## config.mk

```make
export PLATFORM = sky130hd
export DESIGN_NAME = parking_entry_gate_flat
export DESIGN_NICKNAME = d
export VERILOG_FILES = /design/src/rtl/parking_pkg.sv /design/src/rtl/parking_entry_gate_if.sv /design/src/rtl/edge_detect.sv /design/src/rtl/parking_entry_gate.sv /design/src/flat_wrapper.sv
export SDC_FILE = /design/constraint.sdc
export NUM_CORES = 1
export LEC_CHECK = 0
export CAP_MARGIN = 20
export CORE_MARGIN = 2
export CORE_UTILIZATION = 52
export CTS_CLUSTER_SIZE = 10
export DETAILED_ROUTE_END_ITERATION = 10
export HOLD_SLACK_MARGIN = 0.1
export PLACE_DENSITY = 0.76
export SYNTH_ARGS = -nofsm -noshare
export SYNTH_HDL_FRONTEND = slang
export SYNTH_HIERARCHICAL = 1
export SYNTH_SLANG_ARGS = --single-unit
```

## constraint.sdc

```tcl
create_clock -name clk -period 1.8 [get_ports clk]
set_clock_uncertainty 0.15 [all_clocks]
set_input_delay 0.36 -clock clk [delete_from_list [all_inputs] [get_ports clk]]
set_output_delay 0.36 -clock clk [all_outputs]
set_load 0.05 [all_outputs]
```

## src/rtl/parking_pkg.sv

```systemverilog
// Shared definitions for the parking entry gate and the occupancy counter it feeds.
// Capacities live here so both sides of the car-entry interface agree on them.
package parking_pkg;

    localparam int unsigned UNI_CAPACITY     = 500;
    localparam int unsigned FREE_CAPACITY    = 200;
    localparam int unsigned TOTAL_CAPACITY   = UNI_CAPACITY + FREE_CAPACITY;
    localparam int unsigned ENTRY_PULSE_LEN  = 2;
    localparam int unsigned REJECT_LEN_DEF   = 4;
    localparam int unsigned OPEN_TIMEOUT_DEF = 1000;

    typedef enum logic [2:0] {
        GATE_IDLE,
        GATE_CHECK,
        GATE_OPEN,
        GATE_SETUP,
        GATE_PULSE,
        GATE_HOLD,
        GATE_REJECT
    } gate_state_e;

    typedef struct packed {
        logic barrier_open;
        logic car_entered;
        logic is_uni_car_entered;
        logic reject;
        logic timeout;
        logic overflow_err;
    } gate_out_t;

    // Counter width that never collapses to zero bits for tiny limits.
    function automatic int unsigned clog2_min1(input int unsigned v);
        return (v > 1) ? $clog2(v) : 1;
    endfunction

endpackage

```

## src/rtl/parking_entry_gate_if.sv

```systemverilog
// Entry-gate bus: sensors and counter flags in, barrier command and car-entry event out.
interface parking_entry_gate_if;

    logic car_at_gate;
    logic card_valid;
    logic card_is_uni;
    logic car_passed;
    logic uni_is_vacated_space;
    logic free_is_vacated_space;
    logic ja_nist;

    logic barrier_open;
    logic car_entered;
    logic is_uni_car_entered;
    logic reject;
    logic timeout;
    logic overflow_err;

    modport master (
        input  car_at_gate, card_valid, card_is_uni, car_passed,
               uni_is_vacated_space, free_is_vacated_space, ja_nist,
        output barrier_open, car_entered, is_uni_car_entered, reject,
               timeout, overflow_err
    );

    modport slave (
        output car_at_gate, card_valid, card_is_uni, car_passed,
               uni_is_vacated_space, free_is_vacated_space, ja_nist,
        input  barrier_open, car_entered, is_uni_car_entered, reject,
               timeout, overflow_err
    );

endinterface

```

## src/rtl/edge_detect.sv

```systemverilog
// Rising-edge detector for a synchronous level sensor; one history register.
module edge_detect (
    input  logic clk,
    input  logic rst_n,
    input  logic sig_i,
    output logic rise_c_o
);

    logic sig_q;

    always_ff @(posedge clk or negedge rst_n) begin
        if (!rst_n) begin
            sig_q <= 1'b0;
        end else begin
            sig_q <= sig_i;
        end
    end

    assign rise_c_o = sig_i & ~sig_q;

endmodule

```

## src/rtl/parking_entry_gate.sv

```systemverilog
// Entry-gate controller: admits a car on card + vacancy, opens the barrier and
// emits one car_entered pulse with a type qualifier that is stable around both edges.
module parking_entry_gate
    import parking_pkg::*;
#(
    parameter int unsigned OPEN_TIMEOUT = OPEN_TIMEOUT_DEF,
    parameter int unsigned PULSE_LEN    = ENTRY_PULSE_LEN,
    parameter int unsigned REJECT_LEN   = REJECT_LEN_DEF,
    parameter bit          UNI_FALLBACK = 1'b1
) (
    input  logic                 clk,
    input  logic                 rst_n,
    parking_entry_gate_if.master bus
);

    localparam int unsigned TW      = clog2_min1(OPEN_TIMEOUT);
    localparam int unsigned CNT_MAX = (PULSE_LEN > REJECT_LEN) ? PULSE_LEN : REJECT_LEN;
    localparam int unsigned CW      = clog2_min1(CNT_MAX);

    gate_state_e    state_q, state_d;
    logic           type_q, type_d;
    logic [TW-1:0]  timer_q, timer_d;
    logic [CW-1:0]  cnt_q, cnt_d;
    logic           uni_vac_q, free_vac_q;
    gate_out_t      out_q, out_d;
    logic           pass_rise_c;

    edge_detect u_pass_edge (
        .clk      (clk),
        .rst_n    (rst_n),
        .sig_i    (bus.car_passed),
        .rise_c_o (pass_rise_c)
    );

    always_ff @(posedge clk or negedge rst_n) begin
        if (!rst_n) begin
            state_q    <= GATE_IDLE;
            type_q     <= 1'b0;
            timer_q    <= '0;
            cnt_q      <= '0;
            uni_vac_q  <= 1'b0;
            free_vac_q <= 1'b0;
            out_q      <= '0;
        end else begin
            state_q    <= state_d;
            type_q     <= type_d;
            timer_q    <= timer_d;
            cnt_q      <= cnt_d;
            uni_vac_q  <= bus.uni_is_vacated_space;
            free_vac_q <= bus.free_is_vacated_space;
            out_q      <= out_d;
        end
    end

    // Next state plus registered outputs decoded from the state being entered.
    always_comb begin
        state_d = state_q;
        type_d  = type_q;
        timer_d = '0;
        cnt_d   = '0;
        out_d   = '0;

        unique case (state_q)
            GATE_IDLE: begin
                if (bus.card_valid && bus.car_at_gate) begin
                    type_d  = bus.card_is_uni;
                    state_d = GATE_CHECK;
                end
            end
            GATE_CHECK: begin
                if (type_q && uni_vac_q) begin
                    state_d = GATE_OPEN;
                end else if (type_q && UNI_FALLBACK && free_vac_q) begin
                    type_d  = 1'b0;
                    state_d = GATE_OPEN;
                end else if (!type_q && free_vac_q) begin
                    state_d = GATE_OPEN;
                end else begin
                    state_d = GATE_REJECT;
                end
            end
            GATE_OPEN: begin
                // A passage edge in the last open cycle still counts as an entry.
                if (pass_rise_c) begin
                    state_d = GATE_SETUP;
                end else if (timer_q == TW'(OPEN_TIMEOUT - 1)) begin
                    state_d       = GATE_IDLE;
                    out_d.timeout = 1'b1;
                end else begin
                    timer_d = timer_q + TW'(1);
                end
            end
            GATE_SETUP: begin
                state_d = GATE_PULSE;
            end
            GATE_PULSE: begin
                if (cnt_q == CW'(PULSE_LEN - 1)) begin
                    state_d = GATE_HOLD;
                end else begin
                    cnt_d = cnt_q + CW'(1);
                end
            end
            GATE_HOLD: begin
                state_d = GATE_IDLE;
            end
            GATE_REJECT: begin
                if (cnt_q == CW'(REJECT_LEN - 1)) begin
                    state_d = GATE_IDLE;
                end else begin
                    cnt_d = cnt_q + CW'(1);
                end
            end
            default: begin
                state_d = GATE_IDLE;
            end
        endcase

        out_d.barrier_open       = (state_d == GATE_OPEN);
        out_d.car_entered        = (state_d == GATE_PULSE);
        out_d.is_uni_car_entered = type_d && (state_d inside {GATE_SETUP, GATE_PULSE, GATE_HOLD});
        out_d.reject             = (state_d == GATE_REJECT);
        out_d.overflow_err       = (state_d == GATE_HOLD) && bus.ja_nist;
    end

    assign bus.barrier_open       = out_q.barrier_open;
    assign bus.car_entered        = out_q.car_entered;
    assign bus.is_uni_car_entered = out_q.is_uni_car_entered;
    assign bus.reject             = out_q.reject;
    assign bus.timeout            = out_q.timeout;
    assign bus.overflow_err       = out_q.overflow_err;

endmodule

```

## src/flat_wrapper.sv

```systemverilog
// flat-port wrapper written by rule: the top's interface ports become plain ports
module parking_entry_gate_flat import parking_pkg::*;
#(
    parameter int unsigned OPEN_TIMEOUT = OPEN_TIMEOUT_DEF,
    parameter int unsigned PULSE_LEN    = ENTRY_PULSE_LEN,
    parameter int unsigned REJECT_LEN   = REJECT_LEN_DEF,
    parameter bit          UNI_FALLBACK = 1'b1
)
  (clk, rst_n, bus_car_at_gate, bus_card_valid, bus_card_is_uni, bus_car_passed, bus_uni_is_vacated_space, bus_free_is_vacated_space, bus_ja_nist, bus_barrier_open, bus_car_entered, bus_is_uni_car_entered, bus_reject, bus_timeout, bus_overflow_err);
  parking_entry_gate_if bus_i ();
  input  logic clk;
  input  logic rst_n;
  input wire logic [$bits(bus_i.car_at_gate)-1:0] bus_car_at_gate;
  input wire logic [$bits(bus_i.card_valid)-1:0] bus_card_valid;
  input wire logic [$bits(bus_i.card_is_uni)-1:0] bus_card_is_uni;
  input wire logic [$bits(bus_i.car_passed)-1:0] bus_car_passed;
  input wire logic [$bits(bus_i.uni_is_vacated_space)-1:0] bus_uni_is_vacated_space;
  input wire logic [$bits(bus_i.free_is_vacated_space)-1:0] bus_free_is_vacated_space;
  input wire logic [$bits(bus_i.ja_nist)-1:0] bus_ja_nist;
  output wire logic [$bits(bus_i.barrier_open)-1:0] bus_barrier_open;
  output wire logic [$bits(bus_i.car_entered)-1:0] bus_car_entered;
  output wire logic [$bits(bus_i.is_uni_car_entered)-1:0] bus_is_uni_car_entered;
  output wire logic [$bits(bus_i.reject)-1:0] bus_reject;
  output wire logic [$bits(bus_i.timeout)-1:0] bus_timeout;
  output wire logic [$bits(bus_i.overflow_err)-1:0] bus_overflow_err;
  assign bus_i.car_at_gate = bus_car_at_gate;
  assign bus_i.card_valid = bus_card_valid;
  assign bus_i.card_is_uni = bus_card_is_uni;
  assign bus_i.car_passed = bus_car_passed;
  assign bus_i.uni_is_vacated_space = bus_uni_is_vacated_space;
  assign bus_i.free_is_vacated_space = bus_free_is_vacated_space;
  assign bus_i.ja_nist = bus_ja_nist;
  assign bus_barrier_open = bus_i.barrier_open;
  assign bus_car_entered = bus_i.car_entered;
  assign bus_is_uni_car_entered = bus_i.is_uni_car_entered;
  assign bus_reject = bus_i.reject;
  assign bus_timeout = bus_i.timeout;
  assign bus_overflow_err = bus_i.overflow_err;
  parking_entry_gate #(.OPEN_TIMEOUT(OPEN_TIMEOUT), .PULSE_LEN(PULSE_LEN), .REJECT_LEN(REJECT_LEN), .UNI_FALLBACK(UNI_FALLBACK)) u_core (.clk(clk), .rst_n(rst_n), .bus(bus_i));
endmodule
```

; ---- Yosys cells after proc, flatten, opt, wreduce, memory -nomap -nowiden
; Cells that the tools add are included.
[op_classes]
n_addsub = 2
eq_ne = 13
n_mux = 22
bitwise_logic = 2
n_reduce_logical = 9
[op_table]
columns = operator, count
row1 = 2-to-1 mux 10 bit, 3
row2 = 2-to-1 mux 3 bit, 8
row3 = one-hot mux 3 bit (6 select lines), 1
row4 = "equality test 3 bit, second input constant", 5
row5 = "equality test 3 x 2 -> 1 bit, second input constant", 4
row6 = "adder 10 x 1 -> 10 bit, second input constant", 1
row7 = "equality test 10 bit, second input constant", 1
row8 = logical AND 1 bit, 6
row9 = 2-to-1 mux 1 bit, 6
row10 = 2-to-1 mux 2 bit, 2
row11 = one-hot mux 2 bit (2 select lines), 1
row12 = "equality test 3 x 1 -> 1 bit, second input constant", 1
row13 = zero test 3 bit, 1
row14 = nonzero test 3 bit, 1
row15 = "adder 2 x 1 -> 2 bit, second input constant", 1
row16 = "equality test 2 x 1 -> 1 bit, second input constant", 1
row17 = "equality test 2 bit, second input constant", 1
row18 = one-hot mux 1 bit (2 select lines), 1
row19 = AND 1 bit, 1
row20 = zero test 1 bit, 1
row21 = NOT 1 bit, 1
[word_totals]
reg_bits = 25
input_bits = 9
output_inout_bits = 6
wordCells = 61

; ---- Longest topological paths before layout
; Gate-level depths: netlist (run 1).
[depth]
ltp_word = 9
ltp_mapped = 6

; ---- Cells and area by module
; Netlist (run 1), hierarchy kept.
[modules_own_cells]
columns = mod, n_inst, cells_each, area_per_inst_um2, seq_area_each_um2
row1 = parking_entry_gate, 1, 101, 1084.8, 600.6
row2 = edge_detect, 1, 2, 38.8, 25.0

; ---- Least setup slack after synthesis (run 1)
; No wires, ideal clock.
[synth_path]
path_type = register -> register
start = register u_core.timer_q[0]
end = register u_core.timer_q[7]
setup_time_ps = 119
t_arrival_ps = 1307
setup_slack_ps = 225
stages_incl_launch_ff = 7
period_less_slack_ps = 1575
cell_sequence = dfrtp_1 -> ha_1 -> nand3b_1 -> or4_4 -> nand2b_1 -> buf_6 -> nor2_1
[synth_via]
elab_chain_len = 4
elab_cells_between_ends = 5
cone_classes = add/sub (1) / eq/ne (1) / mux (3)
[synth_lines]
columns = element, line_no
row1 = from (decl), parking_entry_gate.sv:22  ; logic [TW-1:0] timer_q, timer_d;
row2 = from (signal assigned), parking_entry_gate.sv:47  ; timer_q <= timer_d;
row3 = adder 10 x 1 -> 10 bit / equality test 10 bit (equally long branches), "parking_entry_gate.sv:90, parking_entry_gate.sv:86"
row4 = 2-to-1 mux 10 bit *, parking_entry_gate.sv:86  ; end else if (timer_q == TW'(OPEN_TIMEOUT - 1)) begin
row5 = 2-to-1 mux 10 bit *, parking_entry_gate.sv:84  ; if (pass_rise_c) begin
row6 = 2-to-1 mux 10 bit *, parking_entry_gate.sv:63  ; unique case (state_q)
row7 = via u_core.timer_d[7], parking_entry_gate.sv:22
; Mark *: on every way through the listed nets, which the timed path passes. The rest lies on a longest branch.

==> impl_summary.md, run 1 <==
Outcome
The run finished with clean final reports.

Worst setup path
Along the worst path, the maximum fanout reaches 4. STA puts the critical path data required time at 1.86 ns. The type of element launching the critical path is a register. The data arrival time at the worst-slack endpoint is 1.74 ns. The kind of end point of the critical path is a register. The startpoint identified for the worst register-to-register timing path is u_core/timer_q[1]. The category of the most critical setup path is register to register. Walking the worst path, the cells encountered are ha_1 -> nand3b_1 -> or4_4 -> a21oi_1 -> nor3b_1. The slowest stage of the critical path belongs to the cell or4_4.

Counting cells, the worst reg-to-reg path comes to 5. The critical path starts at u_core/timer_q[1]. The largest single stage delay on the critical path is 0.45 ns.

Yosys
When the netlist entered floorplanning its net count stood at 116. The async set-reset flop share out of synthesis is 100%. The most used flip-flop cell after synthesis is dfrtp_1. The library cell occupying the most area in the post-synthesis netlist is dfrtp_1. During synthesis, Yosys emitted a total of 6 warnings. Of the post-synthesis cell area, the dominant cell type holds 55.7%.

The distinct cell type count of the synthesized netlist is 32. The commonest cells after synthesis are dfrtp_1 (25), nor2_1 (16), nand2b_1 (7), xnor2_1 (6). The combined area of all synthesized cells is 1120 sq um. The most numerous cell in the Yosys netlist is dfrtp_1. Averaged over all synthesized cells, the footprint is 10.9 sq um. Yosys attributes the largest share of cell area to dfrtp_1 (56%), nor2_1 (5.3%), xnor2_1 (4.7%), ha_1 (4.5%), nand2b_1 (3.9%). The synthesized instance count is 103. The synthesized design contains 25 register bits. After synthesis, flip-flops and latches occupy 55.7% of the total area. The number of flops mapped to enable cells by yosys is 0.

Route
The number of design rule violations left after detail routing is 0. The via density per instance is 5.26. For this run, the detailed router's first-pass iteration total came to 4. In this run the remaining antenna-violating nets after routing total 0. In the final routed layout, each cell accounts on average for 13.0 microns. The routed length on met1 is 942 microns. After detailed routing, the met3 layer carries 66 microns of wire.

The detailed router's first-iteration violation count is 17. The routed design has 1960 microns of wire. The routed layout has 794 vias. In this run the top signal layer used is met4.

Wire segments on met2 add up to 934 microns in the final route.

Clocking
The tree built by TritonCTS fans out to 25 sinks. Counting along the longest clock path gives a buffer depth of 2. The level count of the clock H-tree is 1. After clock tree synthesis, the setup repair step added 0 buffers. The clock tree from TritonCTS is yes. The number of buffers added by the clock tree synthesis step is 3. Clock-pin slew was measured on the worst setup and hold paths at 0.15 ns. The clock reaches the later pin of the worst-skew pair after 0.32 ns.

The master cell of the clock root buffer is clkbuf_4.

GRT
The global-route usage over all layers is 18.6%. The number of antenna violations at the first check in global routing is 0. After global routing the overflow that remains totals 0. The first global-routing pass estimated 3570 microns of wire. The largest net degree at the start of global routing is 26. The via count of the first global-routing pass came to 793.

Floorplan
The die covers 2550 sq um. After floorplanning, the core was divided into 16 placement rows. The initial utilization of the core area, before any placement, comes to 56.1%.

The floorplan step set the die width to 50.5 microns. The die height is 50.5 microns. The floorplan step defined a core boundary enclosing 2000 sq um.

Pin placement for this block handled 15 I/O pins.

Layout
The finished layout holds 151 standard cells, fillers aside. In the final layout, the registers with the most flip-flops are u_core/timer_q x10, u_core/state_q x3, u_core/cnt_q x2. The register with the most flip-flops in the final layout is u_core/timer_q. In the final design database the tool counted 138 nets. The number of antenna diodes in the final layout is 0. Compared with the post-synthesis result, the final layout area differs by 19.0%.

The number of flip-flops in the largest register is 10. The number of inserted filler cells in the final layout is 159. Of the cells placed in the final design, the portion with a size suffix greater than 1 is 15.3%.

STA
In the final timing run, aggregate negative setup slack is 0 ns. The worst path uses 93.4% of the clock period. The maximum clock frequency is 0.595 GHz. The relative slew slack is 72.6%. After layout, the minimum clock period comes to 1.68 ns.

The number of hold-slack violations in the final timing report is 0. The final hold slack is 0.225 ns. The number of slew-limit violations in the final report is 0. The final critical-path setup slack is 0.119 ns. Setup violations remaining at the end of the flow were counted as 0. Setup repair after global routing could not meet its margin everywhere. The transition time at the pin with the least slew margin is 0.406 ns.

Placement
Counting tap cells, the placed design contains a total of 147 instances. The count of buffers added on input and output ports is 14. The half-perimeter wire length after detailed placement is 1510 microns. Routability-driven placement finished with a final weighted congestion of 0.829. The setup slack after placement is -0.0536 ns.

Job
The number of violations of the max-capacitance limit is 0.

Power and ir drop
The power per unit of standard cell area is 1210 nW/um^2. The leakage power total is 0.595 nW. The total power is 1.62 mW.

The peak supply drop is 0.908 mV.

Worst hold path
The path class of the tightest hold or removal check is input port to async pin.
==> final timing paths <==
kind	to	slack, ns
worst min register to register	u_core/cnt_q[0]	0.38
min in group clk	u_core/free_vac_q	0.30
max in group asynchronous	u_core/cnt_q[1]	1.03
worst max-delay path	u_core/bus.reject	0.12
worst min-delay path	u_core/state_q[1]	0.22
worst max register to register	u_core/bus.reject	0.12
==> cell type report <==
| class | instances | area, sq um | share of cell area (%) |
|---|---|---|---|
| clock buffers | 3 | 22.5 | 1.68 |
| clock inverters | 1 | 7.51 | 0.561 |
| inverters | 4 | 15.0 | 1.12 |
| multi-input cells | 72 | 470 | 35.2 |
| flip-flops and latches | 25 | 626 | 46.8 |
| well taps | 27 | 33.8 | 2.53 |
| repair buffers | 19 | 163 | 12.2 |
==> worst max-delay path, delay by kind of cell (launching register included) <==
family | cells | cell delay [ns]
AND/OR/NAND/NOR | 3 | 0.60
flip-flops | 1 | 0.40
adder cells (fa/ha/maj) | 1 | 0.21
AO/OA/AOI/OAI | 1 | 0.20
==> cell usage in the layout (no fill, tap or decap), types with 2 or more instances in the layout <==
cell and count:
a211oi_1 2, a21oi_1 2, and3_1 2, buf_4 11
clkbuf_4 3, clkdlybuf4s50_1 8, dfrtp_1 25, ha_1 4
inv_1 4, nand2_1 4, nand2b_1 6, nand3_1 3
nor2_1 16, nor2b_1 2, nor3_1 4, nor3b_1 2
o21ai_0 2, xnor2_1 6, xor2_1 2
==> cells by family after synthesis <==
group                    share of synthesized area [%]
AND/OR/NAND/NOR                                   23.8
flip-flops                                        55.7
AO/OA/AOI/OAI                                     6.24
XOR/XNOR                                          6.24
buffers and inverters                             2.67
adder cells (fa/ha/maj)                           4.45
multiplexers                                     0.891
==> metal layers <==
metal | GRT usage [%] | vias up
met3 | 2.68 | 2
met1 | 25.6 | 384
met4 | 6.76 | 0
li1 | - | 393
met2 | 30.0 | 15
met5 | 0 | -
==> report_power, final <==
group / total (mW) / internal, mW / leakage, nW / switching, mW
clock network: 0.255 / 0.0848 / 0.0139 / 0.170
registers: 0.741 / 0.663 / 0.334 / 0.0775
logic: 0.626 / 0.243 / 0.248 / 0.384
==> timing repair <==
item	CTS	global route
hold buffers	0	0
endpoints found under the setup margin	0	11
gates resized for setup	0	1
==> through the flow <==
stage                     cell area (sq um)  utilization (%)
final                                  1340             66.8
after global routing                   1340             66.8
after CTS                              1340             66.7
after detailed placement               1310             65.2
after global placement                 1310             65.2
after floorplan                        1120                -
Note: power is estimated with default switching activity, not from simulation.
==> inputs of run 2 (changes only) <==
--- a/config.mk
+++ b/config.mk
@@ -12,6 +12,7 @@
 export DETAILED_ROUTE_END_ITERATION = 10
 export HOLD_SLACK_MARGIN = 0.1
 export PLACE_DENSITY = 0.76
+export RECOVER_POWER = 100
 export SYNTH_ARGS = -nofsm -noshare
 export SYNTH_HDL_FRONTEND = slang
 export SYNTH_HIERARCHICAL = 1
==> impl_summary.md, run 2 (synthesized netlist as in run 1, its figures left out) <==
Outcome
The flow ran to the end, and the final reports show no timing, DRC or antenna violations.

Worst setup path
The worst setup path is launched from a register. The cell family contributing the most delay on the critical path is simple AND/OR/NAND/NOR gates. The launching instance or port of the critical path is u_core/timer_q[1]. The depth of the critical timing path with buffers and inverters included came to 5 (unchanged).

The maximum fanout encountered on the critical timing path is 4 (unchanged). The cell with the largest stage delay on the worst path is or4_4. Walking the worst path, the cells encountered are ha_1 -> nand3b_1 -> or4_4 -> a21oi_1 -> nor3_1.

The longest individual stage delay on the worst path is 0.45 ns (about the same). The kind of end point of the critical path is a register. The buffering stage count on the worst path with inverters included came to 0 (unchanged). The worst reg2reg path depth is 5 (unchanged). The data arrival time at the worst-slack endpoint is 1.73 ns (about the same). The data required time of the worst path is 1.84 ns (-0.02 ns). The worst register-to-register path begins at u_core/timer_q[1]. The category of the most critical setup path is register to register.

Route
The met2 wirelength from detailed routing is 937 microns (+0.32%). The aggregate routed wire length is 1950 microns (-0.26%). The first-pass iteration count of the detailed router is 4 (unchanged). The routed length on met1 was 928 microns (-1.5%).

The routed wirelength normalized by instance count came to 12.9 microns (-0.26%). The routed via count is 797 (+0.38%). The number of design rule violations left after detail routing is 0 (unchanged). The uppermost metal layer occupied by signal nets is met4. The number of nets with antenna violations after routing came to 0 (unchanged).

The routed length on met3 is 72 microns (+9.1%). The detailed router's first-iteration violation count was 13 (-4). The via density per instance is 5.28 (+0.38%).

Clocking
The level count of the clock H-tree was 1 (unchanged). The register clock-pin slew on the reported worst setup and hold paths is 0.15 ns (about the same). The clock network latency to the later pin of the worst-skew pair is 0.32 ns (about the same).

The number of hold buffers added after CTS is 0 (unchanged). The maximum number of buffers from clock root to sink was 2 (unchanged). The number of clock sinks came to 25 (unchanged). The root buffer cell chosen for the clock tree is clkbuf_4. The clock tree from TritonCTS is yes.

The number of buffers added by the clock tree synthesis step is 3 (unchanged).

GRT
The number of antenna violations at the first check in global routing was 0 (unchanged). The total global routing overflow is 0 (unchanged). The global-route wire length before repair is 3570 microns (unchanged). The via count of the first global-routing pass is 793 (unchanged). The largest net degree at the start of global routing is 26 (unchanged).

The global-route usage over all layers is 18.6% (unchanged).

Layout
The largest registers in the layout are u_core/timer_q x10, u_core/state_q x3, u_core/cnt_q x2. The net count reported at finish is 138 (unchanged). The share of cells above drive strength 1 was 14.5% (-0.81 points). The count of placed standard cells in the final layout, fillers left out is 151 (unchanged). Ranked by flip-flop count, first place goes to u_core/timer_q. The library cells used most frequently in the layout, excluding fill and tap cells, are dfrtp_1 (25), nor2_1 (16), clkbuf_2 (7). The count of inserted antenna diode cells is 0 (unchanged). The number of inserted filler cells in the final layout is 166 (+4.4%). Relative to the synthesized area, the layout overhead comes to 17.1%. The most common library cell in the layout ignoring fill and taps is dfrtp_1.

The number of flip-flops in the largest register is 10 (unchanged).

STA
The clock period minus final worst setup slack came to 1.69 ns (+0.00725 ns). The count of final setup violators is 0 (unchanged). The final critical-path setup slack came to 0.112 ns (-0.00725 ns). The accumulated negative setup slack is 0 ns (unchanged). Setup repair after global routing could not meet its margin everywhere. The transition time at the pin with the least slew margin is 0.585 ns (+0.179 ns). The maximum clock frequency was 0.592 GHz (-0.43%). The number of hold-slack violations in the final timing report is 0 (unchanged). The relative slew slack is 61.0% (-12 points).

The number of slew-limit violations in the final report is 0 (unchanged). The post-route fraction of the period consumed by the critical path is 93.8% (+0.40 points). The final hold slack is 0.384 ns (+0.159 ns).

Power and ir drop
The leakage power total came to 0.587 nW (-1.4%). The power per unit of standard cell area came to 1210 nW/um^2 (-0.45%). The peak supply drop was 0.905 mV (-0.41%).

Floorplan
The I/O pin count is 15 (unchanged). The core region area was 2000 sq um (unchanged). The area enclosed by the die boundary is 2550 sq um (unchanged).

The die span in x was 50.5 microns (unchanged). The number of core rows is 16 (unchanged). The starting utilization of the core area is 56.1% (unchanged). The die height is 50.5 microns (unchanged).

Worst hold path
The hold path depth is 1. The origin of the worst min-delay path is u_core/cnt_q[0]. In this run the worst hold path is classified as register to register.

Placement
The number of cells in the design after placement is 147 (unchanged). The number of buffer cells added on primary ports was 14 (unchanged). The setup slack after placement came to -0.0536 ns (unchanged). The half-perimeter wire length after detailed placement is 1510 microns (unchanged). The global placer's final weighted congestion came to 0.829 (unchanged).

Job
The number of violations of the max-capacitance limit is 0 (unchanged).
-- run 2: cell count changes in the layout (fill, tap and decap cells not counted), sizes merged --
cell	before	now
clkbuf	3	12
clkdlybuf4s50	8	4
dlygate4sd3	0	4
buf	11	2
-- run 2: repair_timing --
action	CTS	global route
setup endpoints to repair	0	11
setup buffers	0	0
resized for setup	0	1
endpoints found under the hold margin	0	0
-- run 2: layout make-up --
cell class,count,area (sq um),area share [%]
inverter,4,15.0,1.14
timing repair buffer,19,141,10.7
tap,27,33.8,2.57
clock inverter,1,7.51,0.570
multi-input combinational,72,470,35.7
clock buffer,3,22.5,1.71
sequential,25,626,47.5
-- run 2: path summary, 6_finish.rpt --
path | endpoint | slack, ns
min in group asynchronous | u_core/state_q[1] | 0.40
hold reg to reg | u_core/cnt_q[0] | 0.38
setup reg to reg | u_core/bus.barrier_open | 0.11
hold / removal | u_core/cnt_q[0] | 0.38
max in group asynchronous | u_core/cnt_q[1] | 0.71
setup / recovery | u_core/bus.barrier_open | 0.11
-- run 2: metrics by stage --
step	utilization (%)	power [mW]	cell area, sq um
2_1_floorplan	-	1.16	1120
3_3_place_gp	65.2	1.35	1310
3_5_place_dp	65.2	1.37	1310
4_1_cts	66.7	1.63	1340
5_1_grt	65.8	1.70	1320
6_report	65.8	1.59	1320
-- run 2: where the power goes --
group	internal, mW	switching (mW)
sequential	0.663	0.0764
combinational	0.210	0.385
clock	0.0848	0.169
-- run 2: layer usage --
layer / track usage (%) / vias up
li1: - / 394
met1: 25.6 / 385
met2: 30.0 / 16
met3: 2.68 / 2
met4: 6.76 / 0
met5: 0 / -
==> inputs of run 3 (changes only) <==
==> constraint.sdc (replaced) <==
create_clock -name clk -period 1.56 [get_ports clk]
set_clock_uncertainty 0.15 [all_clocks]
set_input_delay 0.312 -clock clk [delete_from_list [all_inputs] [get_ports clk]]
set_output_delay 0.312 -clock clk [all_outputs]
set_load 0.05 [all_outputs]
==> impl_summary.md, run 3 (synthesized netlist as in run 1, its figures left out) <==
Outcome
The flow ran to the end, but the final reports show violations. The final reports fail on negative setup slack.

STA
Setup repair after global routing could not meet its margin everywhere. The final critical-path setup slack was -0.131 ns (-0.243 ns). The clock period minus final worst setup slack was 1.69 ns (+0.00311 ns). The maximum clock frequency was 0.591 GHz (-0.18%). The relative slew slack is 61.3% (+0.28 points).

The post-route fraction of the period consumed by the critical path is 108% (+15 points). The transition time at the pin with the least slew margin is 0.580 ns (-0.00417 ns). The number of hold-slack violations in the final timing report is 0 (unchanged). The accumulated negative setup slack is -1.37 ns (-1.37 ns). The number of slew-limit violations in the final report was 0 (unchanged). The count of final setup violators is 12 (+12).

Layout
The number of flip-flops in the largest register is 10 (unchanged). The largest register by flop count is u_core/timer_q. The net count reported at finish is 157 (+14%). The count of inserted antenna diode cells was 0 (unchanged).

The number of inserted filler cells in the final layout came to 130 (-22%). The library cells used most frequently in the layout, excluding fill and tap cells, are dfrtp_1 (25), buf_4 (19), nor2_1 (11). The share of cells above drive strength 1 is 30.1% (+16 points).

The most common library cell in the layout ignoring fill and taps is dfrtp_1. The largest registers in the layout are u_core/timer_q x10, u_core/state_q x3, u_core/cnt_q x2. The register cell area after layout is 626 sq um (unchanged). The core utilization of the finished layout is 74.2% (+8.4 points). The multi-input gate area in the final layout was 500 sq um (+6.4%). The synthesis-to-finish area growth is 32.2%.

Placement
The global placer's final weighted congestion is 0.808 (-2.6%). The number of buffer cells added on primary ports is 14 (unchanged). The half-perimeter wire length after detailed placement came to 1690 microns (+12%).

Worst setup path
The cell with the largest stage delay on the worst path is or4_4. The startpoint identified for the worst register-to-register timing path is u_core/timer_q[0]. The critical path goes through ha_2 -> nand3b_1 -> or4_4 -> nand2b_4 -> buf_6 -> nor2_2. The cell family contributing the most delay on the critical path is simple AND/OR/NAND/NOR gates. Tracing the worst setup path back leads to its startpoint at u_core/timer_q[0]. The type of element launching the critical path is a register. The category of the most critical setup path is register to register. The worst setup path is captured at a register. The data required time of the worst path is 1.63 ns (-0.21 ns). The buffering stage count on the worst path with inverters included is 1 (+1). The data arrival time at the worst-slack endpoint is 1.76 ns (+0.03 ns). The longest individual stage delay on the worst path is 0.49 ns (+0.04 ns).

The maximum fanout encountered on the critical timing path was 5 (+1).

Clocking
The level count of the clock H-tree was 1 (unchanged). The number of hold buffers added after CTS is 0 (unchanged). The maximum number of buffers from clock root to sink was 2 (unchanged). The master cell of the clock root buffer is clkbuf_4. The clock network latency to the later pin of the worst-skew pair was 0.32 ns (about the same). The number of buffers added by the clock tree synthesis step is 3 (unchanged). The number of clock sinks is 25 (unchanged). The register clock-pin slew on the reported worst setup and hold paths is 0.14 ns (about the same). The clock tree from TritonCTS is yes.

Route
The routed wirelength normalized by instance count was 13.8 microns (+6.3%). The number of design rule violations left after detail routing was 0 (unchanged). The detailed router's first-iteration violation count is 9 (-4).

The routed via count was 864 (+8.4%). The aggregate routed wire length came to 2340 microns (+20%). The number of nets with antenna violations after routing is 0 (unchanged). The via density per instance is 5.08 (-3.7%). The first-pass iteration count of the detailed router came to 4 (unchanged).

Power and ir drop
The peak supply drop is 1.06 mV (+17%). The leakage power total is 0.688 nW (+17%). The total power is 1.98 mW (+25%).

The power per unit of standard cell area is 1340 nW/um^2 (+11%).

GRT
The number of antenna violations at the first check in global routing is 0 (unchanged). The global-route wire length before repair came to 3990 microns (+12%). The global-route usage over all layers came to 21.4% (+2.8 points).

The total global routing overflow is 0 (unchanged). The via count of the first global-routing pass is 913 (+15%). The largest net degree at the start of global routing is 26 (unchanged).

Floorplan
The die height is 50.5 microns (unchanged). The die span in x is 50.5 microns (unchanged). The core region area was 2000 sq um (unchanged). The starting utilization of the core area was 56.1% (unchanged). The area enclosed by the die boundary was 2550 sq um (unchanged).

The I/O pin count is 15 (unchanged). The number of core rows is 16 (unchanged).

Job
The number of violations of the max-capacitance limit is 0 (unchanged).

Worst hold path
The worst hold path belongs to the class input port to async pin.
run 3: cell types whose count changed in the layout (fill, tap and decap cells not counted), sizes merged:
cell  before  now
buf        2   21
run 3: per-stage QoR:
stage               instance area (sq um)  worst slack [ns]  hold WS [ns]  instances
floorplan                            1130           -0.0119        -0.134        103
CTS                                  1560           -0.0998         0.185        169
finish                               1490            -0.131         0.353        170
detailed placement                   1500            -0.135         0.353        163
global placement                     1500           -0.0783         0.328        163
global route                         1490            -0.188         0.365        170
run 3: what timing repair did:
action | in CTS | in global routing
gates resized for setup | 2 | 8
gates cloned | 0 | 0
endpoints found under the setup margin | 12 | 14
buffers inserted | 2 | 1
pin swaps | 2 | 0
run 3: worst reg2reg max path, stage by stage, from the launching register on:
cell	delay, ns
dfrtp_1	0.39
ha_2	0.19
nand3b_1	0.12
or4_4	0.49
nand2b_4	0.10
buf_6	0.12
nor2_2	0.05
run 3: final cells by class:
class	instances	share of cell area [%]
clock buffers	3	1.52
clock inverters	1	0.505
inverters	4	1.01
multi-input cells	72	33.7
flip-flops and latches	25	42.1
well taps	27	2.27
repair buffers	38	18.9
run 3: final timing paths:
| path | to | slack (ns) | cells past startpoint |
|---|---|---|---|
| max in group asynchronous | u_core/type_q | 0.52 | 2 |
| min in group clk | u_core/cnt_q[0] | 0.37 | 1 |
| min reg2reg | u_core/cnt_q[0] | 0.37 | 1 |
| min | u_core/bus.barrier_open | 0.35 | 2 |
| max | u_core/timer_q[9] | -0.13 | 6 |
| max reg2reg | u_core/timer_q[9] | -0.13 | 6 |
run 3: routing by layer:
layer | track usage, % | up-vias | share of wire (%)
met5 | 0 | - | 0
met2 | 36.0 | 15 | 50
met1 | 28.4 | 415 | 47
met3 | 2.68 | 2 | 2.1
met4 | 8.11 | 0 | 0.60
li1 | - | 432 | -
run 3: power breakdown:
group          total, mW  switching (mW)  leakage (nW)  internal [mW]
sequential         0.847          0.0821         0.334          0.765
combinational      0.845           0.501         0.340          0.344
clock              0.290           0.193        0.0139         0.0978
total               1.98           0.776         0.688           1.21
==> variant (config.mk and constraints of run 3) <==
Change the package constant `ENTRY_PULSE_LEN` from 2 to 4.
--- a/src/rtl/parking_pkg.sv
+++ b/src/rtl/parking_pkg.sv
@@ -7,3 +7,3 @@
     localparam int unsigned TOTAL_CAPACITY   = UNI_CAPACITY + FREE_CAPACITY;
-    localparam int unsigned ENTRY_PULSE_LEN  = 2;
+    localparam int unsigned ENTRY_PULSE_LEN  = 4;
     localparam int unsigned REJECT_LEN_DEF   = 4;
Behaviour: not the same (Yosys sat finds a counterexample within 10 cycles, from zero or initial values and one cycle with rst_n low).
==> variant against run 3 <==
The run still ends with negative setup slack left; worst setup slack improved by 0.050 ns; power increased by 9.3%; routed wire length fell by 0.26%; final area increased by 1.1%; area after synthesis is 2.6% higher; count of clock-buffer cells in the layout grew 1; sequential cell count stayed put; critical path type unchanged; highest routed layer unchanged.
==> variant: results (changes against run 3) <==
CTS root buf: clkbuf_4
Worst-path clk slew: 0.14 ns (about the same)
Inserted Clock Buffers: 3 (unchanged)
Post-synth ARST share: 100% (unchanged)
Sequential share of power: 40.5% (-2.2 points)
First DRT Iteration DRCs: 8 (-1)
Non-filler cells, final: 167 (-1.8%)
Port Buffer Count: 14 (unchanged)
Share of post-route cells with drive strength above 1: 33.1% (+3.0 points)
GP Congestion: 0.792 (-2.0%)
Clock Tree Buf Depth: 2 (unchanged)
First-pass GRT wire length: 3680 um (-7.8%)
Total negative slack: -0.738 ns (+0.630 ns)
Pre-CTS setup slack: -0.334 ns (-0.199 ns)
Htree depth: 1 (unchanged)
Final setup fails: 13 (+1)
Fin nets: 151 (-3.8%)
YS warnings: 6 (unchanged)
Post-synth top cells: dfrtp_1 (25), nor2_1 (13), nand2_1 (5), nor3_1 (5)
Area after DPL: 0.00149 mm^2 (-0.67%)
Data arrival, critical path: 1.74 ns (-0.02 ns)
Post-placement cell count: 157 (-3.7%)
Antenna Cells: 0 (unchanged)
Total GRT Usage: 19.2% (-2.2 points)
VDD IR max: 1.15 mV (+8.4%)
Filler cells: 161 (+24%)
Syn nets: 111 (-4.3%)
Largest net degree at the start of global routing: 26 (unchanged)
Failing checks: negative setup slack
Vias in the first global route: 825 (-9.6%)
Crit-path max FO: 4 (-1)
Count of different cell masters after synthesis: 35 (+9.4%)
Biggest regs: u_core/timer_q (10), u_core/state_q (3), u_core/cnt_q (2)
Antenna violations before repair: 0 (unchanged)
Comb. pwr: 1.00 mW (+18%)
Leak: 0.700 nW (+1.8%)
Synth top area share: 54.3% (-1.4 points)
Total number of vias: 868 (+0.46%)
Min setup slack post-route: -0.0808 ns (+0.0503 ns)
Power per cell area: 1440 mW/mm^2 (+8.1%)
Largest cells by area after synthesis: dfrtp_1 (54%), nor2_1 (4.2%), xnor2_1 (3.0%)
Sw frac: 38.6% (-0.56 points)
First-pass DRT Iterations: 4 (unchanged)
Clk Latency, worst-skew pair: 0.31 ns
Post-DP HPWL: 1560 um (-7.5%)
Register area share after synthesis: 54.3% (-1.4 points)
Routed wire length: 2330 um (-0.26%)
Slew HR: 60.1% (-1.3 points)
Worst Hold Class: primary input to async pin
Status: finished with violations
Synth Instances: 100 (-2.9%)
==> variant: worst paths after layout <==
kind	from	to	slack, ns	depth (start not counted)
worst max-delay path	u_core/timer_q[0]	u_core/bus.car_entered	-0.08	5
worst min-delay path	rst_n	u_core/timer_q[2]	0.36	2
worst max register to register	u_core/timer_q[0]	u_core/bus.car_entered	-0.08	5
worst min register to register	u_core/cnt_q[0]	u_core/cnt_q[0]	0.39	2
max in group asynchronous	rst_n	u_core/timer_q[7]	0.50	2
min in group clk	u_core/cnt_q[0]	u_core/cnt_q[0]	0.39	2
==> variant: kinds of logic after synthesis <==
| logic type | Yosys count | synth area share, % |
|---|---|---|
| simple gates | 44 | 23.2 |
| flops | 25 | 54.3 |
| compound gates | 14 | 10.1 |
| xor+xnor | 8 | 6.08 |
| buf+inv | 7 | 4.13 |
| fa+ha+maj | 2 | 2.17 |
==> variant: layout make-up <==
class	count	area, um^2	area share [%]
Sequential cell	25	626	41.7
Multi-Input combinational cell	68	507	33.8
Timing Repair Buffer	38	293	19.5
Tap cell	28	35.0	2.33
Clock buffer	4	26.3	1.75
Inverter	4	15.0	1.00
==> variant: worst max-delay path: stages (launching register included) <==
cell and delay [ns]:
dfrtp_1 0.38, ha_2 0.18, and4bb_1 0.20, nand3_2 0.11, a221oi_4 0.34, nor3b_2 0.21
==> variant: what timing repair did <==
action,4_1_cts,5_1_grt
hold buffers,1,0
cloned,0,1
setup buffers,3,2
pin swaps,2,4
resized for setup,6,7
endpoints found under the setup margin,5,14
hold endpoints to repair,1,0
==> variant: layer usage <==
metal,GRT usage [%],up-vias,wire [um]
li1,-,415,-
met1,25.1,435,1020
met2,30.7,16,1200
met3,3.51,2,82
met5,0,-,0
met4,9.46,0,26
